**config.mk**
```make
export PLATFORM = sky130hd
export DESIGN_NAME = demux_1to2_stream
export DESIGN_NICKNAME = d
export VERILOG_FILES = /design/src/rtl/demux_1to2_stream.sv
export SDC_FILE = /design/constraint.sdc
export NUM_CORES = 1
export LEC_CHECK = 0
export ABC_CLOCK_PERIOD_IN_PS = 4200
export CAP_MARGIN = 25
export CORE_MARGIN = 2
export CORE_UTILIZATION = 37
export DETAILED_ROUTE_END_ITERATION = 7
export PLACE_DENSITY = 0.81
export SLEW_MARGIN = 30
export SYNTH_ARGS = -nofsm -noshare
export SYNTH_HDL_FRONTEND = slang
export SYNTH_SLANG_ARGS = --single-unit
```
**constraint.sdc**
```tcl
create_clock -name Clk -period 4.2 [get_ports Clk]
set_input_delay 0.63 -clock Clk [delete_from_list [all_inputs] [get_ports Clk]]
set_output_delay 0.63 -clock Clk [all_outputs]
set_load 0.05 [all_outputs]
```
**src/rtl/demux_1to2_stream.sv**
```systemverilog
// demux_1to2_stream: one-entry stream demultiplexer routing each input word to
// output A (Select=0) or output B (Select=1) with valid/ready handshakes.
// A single holding register gives one cycle of latency and still sustains one
// word per cycle, because the entry may be reloaded in the same cycle it drains.
// Optional feature: define DEMUX_STATS_EN to add saturating 16-bit handshake
// counters Count_A / Count_B.
`timescale 1ns/1ps

module demux_1to2_stream #(
    parameter int DATA_WIDTH = 8
) (
    input  logic                  Clk,
    input  logic                  Reset_n,
    input  logic [DATA_WIDTH-1:0] C,
    input  logic                  Select,
    input  logic                  In_Valid,
    output logic                  In_Ready,
    output logic [DATA_WIDTH-1:0] A,
    output logic                  A_Valid,
    input  logic                  A_Ready,
    output logic [DATA_WIDTH-1:0] B,
    output logic                  B_Valid,
    input  logic                  B_Ready
`ifdef DEMUX_STATS_EN
    ,
    output logic [15:0]           Count_A,
    output logic [15:0]           Count_B
`endif
);

    typedef enum logic {
        EMPTY = 1'b0,
        FULL  = 1'b1
    } state_e;

    state_e                state_q, state_d;
    logic [DATA_WIDTH-1:0] data_q,  data_d;
    logic                  dest_q,  dest_d;

    logic in_hs;
    logic a_hs;
    logic b_hs;
    logic out_hs;

    // Handshake decode; readiness only looks at the output the held word targets.
    always_comb begin
        A_Valid  = (state_q == FULL) && !dest_q;
        B_Valid  = (state_q == FULL) &&  dest_q;
        a_hs     = A_Valid && A_Ready;
        b_hs     = B_Valid && B_Ready;
        out_hs   = a_hs || b_hs;
        In_Ready = (state_q == EMPTY) || (dest_q ? B_Ready : A_Ready);
        in_hs    = In_Valid && In_Ready;
    end

    // Output data: the selected port shows the held word, the other stays zero.
    always_comb begin
        A = A_Valid ? data_q : '0;
        B = B_Valid ? data_q : '0;
    end

    // Next-state logic; the entry is only written on an accepted input word.
    always_comb begin
        state_d = state_q;
        data_d  = data_q;
        dest_d  = dest_q;
        unique case (state_q)
            EMPTY: begin
                if (in_hs) begin
                    data_d  = C;
                    dest_d  = Select;
                    state_d = FULL;
                end
            end
            FULL: begin
                if (out_hs) begin
                    if (in_hs) begin
                        data_d  = C;
                        dest_d  = Select;
                        state_d = FULL;
                    end else begin
                        state_d = EMPTY;
                    end
                end
            end
            default: state_d = EMPTY;
        endcase
    end

    // Entry registers; reset empties the block and discards any held word.
    always_ff @(posedge Clk or negedge Reset_n) begin
        if (!Reset_n) begin
            state_q <= EMPTY;
            data_q  <= '0;
            dest_q  <= 1'b0;
        end else begin
            state_q <= state_d;
            data_q  <= data_d;
            dest_q  <= dest_d;
        end
    end

`ifdef DEMUX_STATS_EN
    logic [15:0] cnt_a_q, cnt_a_d;
    logic [15:0] cnt_b_q, cnt_b_d;

    // Increment that sticks at the all-ones value instead of wrapping.
    function automatic logic [15:0] sat_inc(input logic [15:0] v);
        return (v == 16'hFFFF) ? v : v + 16'd1;
    endfunction

    // Counter next-state: one step per completed output handshake.
    always_comb begin
        cnt_a_d = a_hs ? sat_inc(cnt_a_q) : cnt_a_q;
        cnt_b_d = b_hs ? sat_inc(cnt_b_q) : cnt_b_q;
    end

    // Counter registers, cleared together with the datapath.
    always_ff @(posedge Clk or negedge Reset_n) begin
        if (!Reset_n) begin
            cnt_a_q <= '0;
            cnt_b_q <= '0;
        end else begin
            cnt_a_q <= cnt_a_d;
            cnt_b_q <= cnt_b_d;
        end
    end

    assign Count_A = cnt_a_q;
    assign Count_B = cnt_b_q;
`endif

endmodule

```
==> summary.md <==
| Metric | Value |
|---|---|
| Outcome | completed |
| Root Driver | clkbuf_4 |
| Fill cell count | 113 |
| CTS tree | built |
| Die W | ~42 microns |
| Ports | 33 |
| Tcrit/Tclk final | 71.3% |
| R2R cell count | 3 |
| CP startpoint kind | flip-flop |
| HPWL after DPL | 902 microns |
| Cells along the critical path | inv_1 > nor2_1 > and2_1 > clkdlybuf4s50_1 |
| Fin. Hold Viols | 0 |
| Global route total overflow | 0 |
| Rel. slew slack | between 60 and 70% |
| Cell family with the largest share of critical-path delay | buffers and inverters |
| Fmax | 334 MHz |
| DRC errors left | 0 |
| Die H | 41.8 microns |
| Post-synthesis cell area | 529 sq um |
| Antenna viol nets, final | 0 |
| Num Clock Sinks | 10 |
| Seq/Total Area, Yosys | between 40% and 50% |
| Crit. End Element | primary output |
| Max-cap violations | 0 |
| Synth cell types | 14 |
| Initial Utilization | 40.2% |
| RSZ-0062 raised after global routing | no |
| Clock Latency Late Sink | 0.26 ns |
| Max-slew violation count | 0 |
| Via density | 4.93 |
| Worst Path Buf+Inv | 2 |
| I/O Buffers | 32 |
| Gpl congestion | around 0.65 |
| Lkg Pwr | 0.388 nW |
| Top cell type's share of synthesized area | 47.3% |
| #FFs+latches synth | 10 |
| Multi-input logic area | around 270 sq um |
| Total Routing Usage GR | 14.7% |
| Cells on Worst Hold Path | 1 |
| Worst Path Max Fanout | 13 |
| Global-route wire length before repair | 1900 microns |
| Cell count along the critical path | 4 |
| Vias in the first global route | 444 |
| Largest net degree at the start of global routing | 14 |
| Max IR drop VDD | 0.000284 V |
| Setup TNS | 0 ns |
| Synthesis Warnings | 0 |
| Skew final | 0.00101 ns |
| Routed WL per cell | 13.8 microns |
| Power Density | between 400 and 500 nW/um^2 |
| Final min period | 3.00 ns |
| Initial antenna violation count | 0 |
| Iteration-0 DRC count of the detailed router | 8 |
| ANT cells | 0 |
| Final hold slack | 0.519 ns |
| Detailed-route via count | 468 |
| H-tree depth | 1 |
| Clk buf depth | 2 |
| Area growth, synth to finish | 66.9% |
| Largest cells by area after synthesis | dfrtp_1 (47%), mux2_2 (17%), and2_1 (11%), and3_1 (9.5%), a21boi_4 (3.5%) |
| Drt first pass iters | 2 |
| Worst path max stage delay | 0.81 ns |
| Core Footprint | roughly 1300 sq um |
| Syn avg cell area | 11.3 sq um |
| Yosys top cell by area | dfrtp_1 |
| Share of layout cells above drive strength 1 | 16.3% |
| Drt total wl | between 1000 and 1500 microns |
| Final setup fails | 0 |
| Syn Inst Count | 47 |
| FP Rows | 13 |
| Final-stage net count | 96 |
| Number of gates resized after cts | 0 |
| Worst EP arrival | 2.37 ns |
| CP max stage cell | clkdlybuf4s50_1 |
| Hold WC Path Type | flip-flop to flip-flop |
| Total CTS buffers | 3 |
| Register area | roughly 250 sq um |
| Die area | 1750 sq um |
| Crit path required time | 3.57 ns |
| Syn_nets | 61 |
| Least-Margin Pin Slew | approximately 0.52 ns |
| Post-CTS setup buffers | 0 |
| CTS Hold Buffers Added | 0 |
| Kind of critical path | flip-flop to primary output |
| Clock slew at reported path FFs | 0.06 ns |
-- layout make-up --
cell class	instances	area share (%)
Tap cell	15	2.12
Inverter	1	0.425
Clock buffer	3	2.55
Timing Repair Buffer	32	36.3
Sequential cell	10	28.3
Multi-Input combinational cell	34	30.3
-- report_power, final --
group          internal [mW]  switching [mW]  total, mW
Clock                 0.0331          0.0318     0.0649
Combinational         0.0846           0.128      0.213
Sequential             0.114          0.0181      0.132
-- per-layer routing --
metal	track usage (%)	vias up	wire, microns
met5	0	-	0
met4	5.81	0	11
met3	6.96	2	133
met2	24.1	21	601
met1	16.3	217	566
li1	-	228	-
-- placed cells by master (no fill, tap or decap) --
master and n:
and2_1 9, o21ai_0 1, nand2_1 1, mux2_2 8
a21o_2 1, nand2b_1 2, clkbuf_4 3, a21boi_4 1
nor2_1 1, dfrtp_1 10, a22o_1 1, mux2i_1 1
clkdlybuf4s50_1 32, and3_1 8, inv_1 1
-- synthesized netlist by cell type --
| cell | instances |
|---|---|
| and3_1 | 8 |
| nand2b_1 | 2 |
| and2_1 | 9 |
| dfrtp_1 | 10 |
| mux2_2 | 8 |
| o21ai_0 | 1 |
| nor2_1 | 1 |
| clkbuf_1 | 2 |
| a21boi_4 | 1 |
| mux2i_1 | 1 |
| inv_1 | 1 |
| nand2_1 | 1 |
| a21o_2 | 1 |
| a22o_1 | 1 |
-- state kept, by name, indices dropped and copies added, names as in the netlist --
name,count
state_q,1
data_q,8
dest_q,1
-- cells by family (layout without fill, tap and decap cells) --
group           Yosys count  in the layout  synth area share (%)
compound gates            4              4                  7.80
buf+inv                   3             36                  2.13
flops                    10             10                  47.3
mux                       9              9                  18.9
simple gates             21             21                  23.9
-- worst reg2reg max path, cell delays in order, from the launching register on --
cell      delay [ns]
dfrtp_1         0.55
mux2i_1         0.20
a21boi_4        0.34
mux2_2          0.38
-- path summary, 6_finish.rpt --
kind | slack, ns | endpoint | from
max reg2reg | 2.61 | data_q[2] | dest_q
min | 0.52 | data_q[3] | data_q[3]
min reg2reg | 0.52 | data_q[3] | data_q[3]
max in group asynchronous | 3.20 | data_q[7] | Reset_n
min in group asynchronous | 0.68 | data_q[3] | Reset_n
max | 1.20 | A[0] | state_q
-- stage by stage --
stage | total power, mW | util (%) | cells | worst slack (ns) | cell area (sq um)
finish | 0.410 | 67.0 | 95 | 1.20 | 883
global route | 0.426 | 67.0 | 95 | 1.12 | 883
CTS | 0.414 | 67.0 | 95 | 1.20 | 883
detailed placement | 0.347 | 65.3 | 92 | 1.39 | 861
global placement | 0.344 | 65.3 | 92 | 1.40 | 861
floorplan | 0.273 | - | 47 | 1.76 | 529
Note: power is estimated with default switching activity, not from simulation.
